$ cat config.mk
export PLATFORM = sky130hd
export DESIGN_NAME = mc_core
export DESIGN_NICKNAME = d
export VERILOG_FILES = /design/src/rtl/mc_core.sv
export SDC_FILE = /design/constraint.sdc
export NUM_CORES = 1
export LEC_CHECK = 0
export ABC_CLOCK_PERIOD_IN_PS = 2700
export BUFFER_PORTS_ARGS = -buffer_cell sky130_fd_sc_hd__buf_4
export CORE_MARGIN = 2
export CORE_UTILIZATION = 45
export DETAILED_ROUTE_END_ITERATION = 10
export PLACE_DENSITY_LB_ADDON = 0.25
export REMOVE_ABC_BUFFERS = 1
export SYNTH_ARGS = -nofsm -noshare
export SYNTH_HDL_FRONTEND = slang
export SYNTH_SLANG_ARGS = --single-unit
$ cat constraint.sdc
create_clock -name clk -period 2.7 [get_ports clk]
set_clock_uncertainty 0.15 [all_clocks]
set_input_delay 0.54 -clock clk [delete_from_list [all_inputs] [get_ports clk]]
set_output_delay 0.54 -clock clk [all_outputs]
set_load 0.1 [all_outputs]
$ cat src/rtl/mc_core.sv
// mc_core: multicycle MIPS-subset core.
// Each instruction steps through FETCH / DECODE / EXEC / MEM / WB.
// Instruction memory is read combinationally at the PC.
// Data memory is reached through a req/ack handshake that may stretch MEM.
// Optional trace outputs (retire, retire_pc, icount) exist only when the
// macro MC_CORE_TRACE_EN is defined.
module mc_core #(
  parameter int DATA_W = 8,
  parameter int REG_AW = 3,
  parameter int PC_W   = 8
) (
  input  logic              clk,
  input  logic              rst,
  input  logic              run,
  output logic [PC_W-1:0]   imem_addr,
  input  logic [31:0]       imem_rdata,
  output logic              dmem_req,
  output logic              dmem_we,
  output logic [DATA_W-1:0] dmem_addr,
  output logic [DATA_W-1:0] dmem_wdata,
  input  logic [DATA_W-1:0] dmem_rdata,
  input  logic              dmem_ack,
  input  logic [REG_AW-1:0] dbg_ra,
  output logic [DATA_W-1:0] dbg_rd,
  output logic [2:0]        state_o,
  output logic              halted,
  output logic              illegal
`ifdef MC_CORE_TRACE_EN
  ,
  output logic              retire,
  output logic [PC_W-1:0]   retire_pc,
  output logic [31:0]       icount
`endif
);

  typedef enum logic [2:0] {
    S_FETCH  = 3'd0,
    S_DECODE = 3'd1,
    S_EXEC   = 3'd2,
    S_MEM    = 3'd3,
    S_WB     = 3'd4,
    S_HALT   = 3'd5
  } state_t;

  localparam logic [5:0] OP_RTYPE = 6'h00;
  localparam logic [5:0] OP_J     = 6'h02;
  localparam logic [5:0] OP_BEQ   = 6'h04;
  localparam logic [5:0] OP_ADDI  = 6'h08;
  localparam logic [5:0] OP_LW    = 6'h23;
  localparam logic [5:0] OP_SW    = 6'h2B;

  localparam logic [5:0] FN_ADD = 6'h20;
  localparam logic [5:0] FN_SUB = 6'h22;
  localparam logic [5:0] FN_AND = 6'h24;
  localparam logic [5:0] FN_OR  = 6'h25;
  localparam logic [5:0] FN_SLT = 6'h2A;

  localparam int NREGS = 2 ** REG_AW;

  state_t             r_state;
  state_t             w_stateNext;
  logic [PC_W-1:0]    r_pc;
  logic [31:0]        r_ir;
  logic [DATA_W-1:0]  r_a;
  logic [DATA_W-1:0]  r_b;
  logic [DATA_W-1:0]  r_aluOut;
  logic [DATA_W-1:0]  r_mdr;
  logic               r_illegal;
  logic [DATA_W-1:0]  r_regs [NREGS];

  logic [5:0]         w_op;
  logic [5:0]         w_funct;
  logic [REG_AW-1:0]  w_rs;
  logic [REG_AW-1:0]  w_rt;
  logic [REG_AW-1:0]  w_rd;
  logic [31:0]        w_imm32;
  logic [DATA_W-1:0]  w_imm;
  logic               w_isRtype;
  logic               w_isJ;
  logic               w_isBeq;
  logic               w_isAddi;
  logic               w_isLw;
  logic               w_isSw;
  logic               w_functOk;
  logic               w_legal;
  logic               w_slt;
  logic [DATA_W-1:0]  w_aluResult;
  logic [REG_AW-1:0]  w_wbAddr;
  logic [DATA_W-1:0]  w_wbData;
  logic               w_wbEn;
  logic               w_memDone;
  logic               w_unused;

  // Instruction field extraction; register numbers use the low bits of each field.
  assign w_op     = r_ir[31:26];
  assign w_funct  = r_ir[5:0];
  assign w_rs     = r_ir[21 +: REG_AW];
  assign w_rt     = r_ir[16 +: REG_AW];
  assign w_rd     = r_ir[11 +: REG_AW];
  assign w_imm32  = {{16{r_ir[15]}}, r_ir[15:0]};
  assign w_imm    = w_imm32[DATA_W-1:0];

  assign w_isRtype = (w_op == OP_RTYPE);
  assign w_isJ     = (w_op == OP_J);
  assign w_isBeq   = (w_op == OP_BEQ);
  assign w_isAddi  = (w_op == OP_ADDI);
  assign w_isLw    = (w_op == OP_LW);
  assign w_isSw    = (w_op == OP_SW);

  assign w_functOk = (w_funct == FN_ADD) || (w_funct == FN_SUB) ||
                     (w_funct == FN_AND) || (w_funct == FN_OR)  ||
                     (w_funct == FN_SLT);

  assign w_legal = (w_isRtype && w_functOk) || w_isJ || w_isBeq ||
                   w_isAddi || w_isLw || w_isSw;

  // A data access only completes when the core is running; a stalled ack is dropped.
  assign w_memDone = run && dmem_ack && (r_state == S_MEM);

  assign w_slt = ($signed(r_a) < $signed(r_b));

  // ALU: R-type operations on A/B, everything else computes A + imm.
  always_comb begin
    w_aluResult = r_a + w_imm;
    if (w_isRtype) begin
      case (w_funct)
        FN_ADD:  w_aluResult = r_a + r_b;
        FN_SUB:  w_aluResult = r_a - r_b;
        FN_AND:  w_aluResult = r_a & r_b;
        FN_OR:   w_aluResult = r_a | r_b;
        FN_SLT:  w_aluResult = {{(DATA_W-1){1'b0}}, w_slt};
        default: w_aluResult = r_a + r_b;
      endcase
    end
  end

  // Write-back target and data: rd for R-type, rt for addi/lw, MDR for loads.
  always_comb begin
    w_wbAddr = w_rt;
    w_wbData = r_aluOut;
    if (w_isRtype) begin
      w_wbAddr = w_rd;
    end
    if (w_isLw) begin
      w_wbData = r_mdr;
    end
  end

  // Register 0 is never written so it always reads back as zero.
  assign w_wbEn = run && (r_state == S_WB) && (w_wbAddr != '0);

  // FSM next-state: holds while run is low, otherwise walks the instruction phases.
  always_comb begin
    w_stateNext = r_state;
    if (run) begin
      case (r_state)
        S_FETCH: begin
          w_stateNext = S_DECODE;
        end
        S_DECODE: begin
          if (!w_legal) begin
            w_stateNext = S_HALT;
          end else if (w_isJ) begin
            w_stateNext = S_FETCH;
          end else begin
            w_stateNext = S_EXEC;
          end
        end
        S_EXEC: begin
          if (w_isBeq) begin
            w_stateNext = S_FETCH;
          end else if (w_isLw || w_isSw) begin
            w_stateNext = S_MEM;
          end else begin
            w_stateNext = S_WB;
          end
        end
        S_MEM: begin
          if (w_memDone) begin
            w_stateNext = w_isLw ? S_WB : S_FETCH;
          end
        end
        S_WB: begin
          w_stateNext = S_FETCH;
        end
        S_HALT: begin
          w_stateNext = S_HALT;
        end
        default: begin
          w_stateNext = S_HALT;
        end
      endcase
    end
  end

  // FSM state register.
  always_ff @(posedge clk) begin
    if (rst) begin
      r_state <= S_FETCH;
    end else begin
      r_state <= w_stateNext;
    end
  end

  // Datapath registers: PC, IR, operand latches, ALU result, MDR and the illegal flag.
  always_ff @(posedge clk) begin
    if (rst) begin
      r_pc      <= '0;
      r_ir      <= '0;
      r_a       <= '0;
      r_b       <= '0;
      r_aluOut  <= '0;
      r_mdr     <= '0;
      r_illegal <= 1'b0;
    end else if (run) begin
      case (r_state)
        S_FETCH: begin
          r_ir <= imem_rdata;
          r_pc <= r_pc + PC_W'(1);
        end
        S_DECODE: begin
          r_a <= r_regs[w_rs];
          r_b <= r_regs[w_rt];
          if (w_isJ) begin
            r_pc <= r_ir[PC_W-1:0];
          end
          if (!w_legal) begin
            r_illegal <= 1'b1;
          end
        end
        S_EXEC: begin
          r_aluOut <= w_aluResult;
          if (w_isBeq && (r_a == r_b)) begin
            r_pc <= r_pc + w_imm32[PC_W-1:0];
          end
        end
        S_MEM: begin
          if (w_memDone && w_isLw) begin
            r_mdr <= dmem_rdata;
          end
        end
        default: begin
        end
      endcase
    end
  end

  // Register file: cleared on reset, written only in WB.
  always_ff @(posedge clk) begin
    if (rst) begin
      for (int i = 0; i < NREGS; i++) begin
        r_regs[i] <= '0;
      end
    end else if (w_wbEn) begin
      r_regs[w_wbAddr] <= w_wbData;
    end
  end

  assign imem_addr  = r_pc;
  assign dmem_req   = (r_state == S_MEM);
  assign dmem_we    = dmem_req && w_isSw;
  assign dmem_addr  = r_aluOut;
  assign dmem_wdata = r_b;
  assign dbg_rd     = r_regs[dbg_ra];
  assign state_o    = r_state;
  assign halted     = (r_state == S_HALT);
  assign illegal    = r_illegal;

  // Instruction bits outside the decoded fields are intentionally ignored.
  assign w_unused = ^{r_ir, w_imm32};

`ifdef MC_CORE_TRACE_EN
  logic [PC_W-1:0] r_instPc;
  logic [31:0]     r_icount;
  logic            w_retire;

  // An instruction retires in its last cycle: j in DECODE, beq in EXEC,
  // sw when its access is acknowledged, everything else in WB.
  always_comb begin
    w_retire = 1'b0;
    if (run) begin
      case (r_state)
        S_DECODE: w_retire = w_isJ;
        S_EXEC:   w_retire = w_isBeq;
        S_MEM:    w_retire = w_memDone && w_isSw;
        S_WB:     w_retire = 1'b1;
        default:  w_retire = 1'b0;
      endcase
    end
  end

  // Remember the fetch address of the current instruction and count retirements, saturating.
  always_ff @(posedge clk) begin
    if (rst) begin
      r_instPc <= '0;
      r_icount <= '0;
    end else begin
      if (run && (r_state == S_FETCH)) begin
        r_instPc <= r_pc;
      end
      if (w_retire && (r_icount != 32'hFFFF_FFFF)) begin
        r_icount <= r_icount + 32'd1;
      end
    end
  end

  assign retire    = w_retire;
  assign retire_pc = r_instPc;
  assign icount    = r_icount;
`endif

endmodule

# Yosys cells after proc, flatten, opt, wreduce, memory -nomap -nowiden
# Memories as Yosys holds them, arrays and structs flattened. A register that Yosys moved wholly into a read port is not among the register bits.
# Cells that the tools add are included.
# totals
elab_cells	87
mem_bits_rw	64
latchBits	0
register_bits	60
input_bits	47
output_inout_bits	39
romBits	0
mem_count	1
# mem_list
memory	words	word_bits	read_ports	rd_ports_with_merged_regs	write_ports	line_no	rtl
r_regs	8	8	3	2	8	69	logic [DATA_W-1:0] r_regs [NREGS];
# op_classes
muxes	22
n_div	0
bitwise	3
n_reduce_logical	30
eq_ne	19
n_addsub	5
n_shift	0
multipliers	0
order_cmp	1
# op_table
op	count
equality test 6 bit (second input constant)	7
two-way mux 8 bit	5
case mux 8 bit (4 select lines)	1
adder 8 bit	3
case mux 8 bit (3 select lines)	1
two-way mux 3 bit	7
case mux 3 bit (5 select lines)	1
logical OR 1 bit	10
adder 8 x 1 -> 8 bit (second input constant)	1
bitwise AND 8 bit	1
equality test 8 bit	1
logical AND 1 bit	8
less-than comparator 8 bit	1
bitwise OR 8 bit	1
AND reduction 2 bit	4
OR reduction 8 bit	1
subtractor 8 bit	1
equality test 3 x 2 -> 1 bit (second input constant)	2
equality test 3 bit (second input constant)	2
equality test 6 x 2 -> 1 bit (second input constant)	1
equality test 6 x 3 -> 1 bit (second input constant)	1
equality test 6 x 4 -> 1 bit (second input constant)	1
zero test 6 bit	1
two-way mux 1 bit	6
9 further kinds	12

# Logic depth before layout (Yosys ltp)
# logic_depth
ltp_word	13
depth_mapped	15
depth_no_buf	13

# Least setup slack after synthesis
# Ideal clock, no wire load.
# synth_timing
path_type	register to output
start	reg r_state[0], in the netlist state_o[0]
end	out dmem_we
required_ps	2010
setup_slack_ps	-1441
stages_incl_launch_ff	6
path_buffers	1
arrival_ps	3451
path_cell_list	dfxtp_1 > clkbuf_1 > nand3_1 > inv_1 > nand2_1 > nor2_1
# synth_between
elab_chain_len	2
# synth_rtl
element	line_no	rtl
start: declaration	60	state_t r_state;
start signal: assignment	201	r_state <= w_stateNext;
equality test 3 x 2 -> 1 bit	260	assign dmem_req = (r_state == S_MEM);
named net dmem_req	17	output logic dmem_req,
logical AND 1 bit	261	assign dmem_we = dmem_req && w_isSw;
end: declaration	18	output logic dmem_we,
# The timed path passes the listed nets, and every way through them passes these cells.

==> summary.txt <==
vias - 6477
Worst Max-Slew Pin Slew - 863.2 ps
post-layout minimum cycle time - 2624 ps
Hold Crit Class - primary input to register
initial antenna violation count - 0
Num CTS Buffers - 17
Critical Path RT - 2010 ps
FFs w/ async S/R, synth - 0%
n_diodes - 0
Antenna Nets Post-Route - 0
row count - 49
Fill cells - 1566
hpwl dp - 15.63 mm
drt wl/cell - 18.68 um
largest net degree at the start of global routing - 71
starting density of the core - 45.43%
vias in the first global route - 6142
DRC violations left - 0
Worst Setup SP - r_regs[3][2]
Final nets - 998
Yosys cell types - 67
Max Freq - 381.1 MHz
Slew Viols, Final - 0
Avg Cell Area, Syn - 10.17 um2
GRT overflow - 0
FF+latch count, synth - 131
Die H - 138.2 um
Core Area - 17840 um2
Pwr Density - 616.8 nW/um2
Worst slew margin - 42.45%
Main synth FF type - dfxtp_1
Lkg Pwr - 0.003824 uW
Vias/cell - 5.627
share of cells above drive strength 1 - 27.66%
commonest cells after routing, fill and taps aside - buf_4, nor2_1, nand2_1, dfxtp_1, edfxtp_1
Clock Tree Buf Depth - 2
status - completed
CTS root buffer - clkbuf_16
CTS tree - built
design area - 9915 um2
Port Buffers - 76
final setup fails - 0
Final GP Congestion - 0.8965
Setup crit end kind - primary output
worst-path fanout max - 3
max_cap viols - 0
VDD IR max - 0.0005227 V
first-pass GRT wire length - 33.84 mm
Post-synth EDFFs - 64
synth warn - 0
cells after synthesis - 797
CP Data Arrival Time - 1930 ps
most common cell after layout, fill and taps aside - buf_4
Final Hold Viols - 0
period utilization - 97.18%
CTS H-Tree Depth - 4
total global-route track usage - 22.72%
DP Area - 9246 um2
Critical Path Source Type - register
Die Area - 19100 um2
Pre-Repair DR Iteration Count - 5
hold_buf cts - 0
CTS clk-pin slew, worst paths - 60 ps
reg2reg start - r_ir[31]
flop2flop setup slack - 140 ps
register area share after synthesis - 40.26%
Top Ports - 86
Syn-to-layout area delta - 22.32%
hold_sp - imem_rdata[18]
die width - 138.2 um
WS Path Type - register to primary output
setup TNS - 0 ps
Worst-Skew Late Latency - 430 ps
initial detailed-routing violation count - 695
Synth Cell Area - 8105 um2
Post-Route WL - 21.50 mm
TritonCTS Sinks - 131
-- path summary, 6_finish.rpt --
| check | endpoint | cells past startpoint |
|---|---|---|
| setup / recovery | dbg_rd[2] | 3 |
| setup reg to reg | r_regs[4][5] | 7 |
| hold / removal | r_ir[18] | 3 |
| hold reg to reg | r_ir[11] | 2 |
-- registers in the layout (all words and copies together) (netlist names) --
name / count
r_a: 8
r_ir: 23
imem_addr: 8
dmem_wdata: 8
state_o: 3
dmem_addr: 8
r_mdr: 8
r_regs: 64
illegal: 1
-- final cells by class --
class,count,area (um2),share of cell area [%]
clock buffer,17,425.4,4.291
inverter,39,146.4,1.477
timing repair buffer,137,1066,10.75
sequential,131,3263,32.91
clock inverter,15,181.4,1.830
multi-input combinational,583,4546,45.85
tap,229,286.5,2.890
-- what timing repair did --
| item | CTS | global route |
|---|---|---|
| resized for setup | 0 | 12 |
| setup buffers | 0 | 3 |
| endpoints found under the setup margin | 0 | 55 |
-- routing by layer --
| metal | vias up | GRT usage [%] | wire length [um] |
|---|---|---|---|
| met5 | - | 0 | 0 |
| met4 | 0 | 6.713 | 349 |
| met3 | 28 | 4.919 | 1194 |
| met2 | 196 | 36.61 | 10300 |
| met1 | 3127 | 31.09 | 9651 |
| li1 | 3126 | - | - |
-- where the power goes --
part           switching (uW)  leakage, uW  total [uW]  internal (uW)
logic                     879      0.00234        1430            556
clock network             932     0.000283        2390           1460
registers                 107      0.00120        2290           2180
total                    1920      0.00382        6120           4200
-- kinds of logic after synthesis --
kind of cell / synth area share (%)
mux: 19.28
other cells: 0.04627
buf+inv: 4.554
flops: 40.26
simple gates: 14.57
xor+xnor: 2.269
fa+ha+maj: 6.854
compound gates: 12.16
-- critical path, stage by stage, from the launching register on --
cell and delay, ps:
edfxtp_1 430, mux4_2 510, mux2_2 320, buf_4 240
-- metrics by stage --
| step | setup slack [ps] | hold slack (ps) | util (%) | power, uW | cells |
|---|---|---|---|---|---|
| 2_1_floorplan | -1378 | 279.6 | - | 3274 | 753 |
| 3_3_place_gp | 142.5 | 307.2 | 51.83 | 3737 | 1116 |
| 3_5_place_dp | 105.7 | 318.7 | 51.83 | 3750 | 1116 |
| 4_1_cts | 61.61 | 197.5 | 55.23 | 6131 | 1148 |
| 5_1_grt | -1.903 | 202.9 | 55.57 | 6353 | 1151 |
| 6_report | 76.06 | 205.8 | 55.57 | 6116 | 1151 |
-- cell usage after synthesis (9+ instances only) --
library cell | n | area, um2
a21oi_1 | 53 | 265.3
ha_1 | 38 | 475.5
o21ai_0 | 26 | 130.1
buf_2 | 10 | 50.05
nor2_1 | 108 | 405.4
mux2i_1 | 38 | 380.4
mux2_2 | 9 | 101.4
a211oi_1 | 24 | 180.2
edfxtp_1 | 64 | 1922
mux4_2 | 48 | 1081
clkbuf_1 | 36 | 135.1
nor3_1 | 14 | 70.07
dfxtp_1 | 67 | 1341
inv_1 | 39 | 146.4
xnor2_1 | 16 | 140.1
nand2_1 | 83 | 311.6
Power figures use the tool's default switching activity.
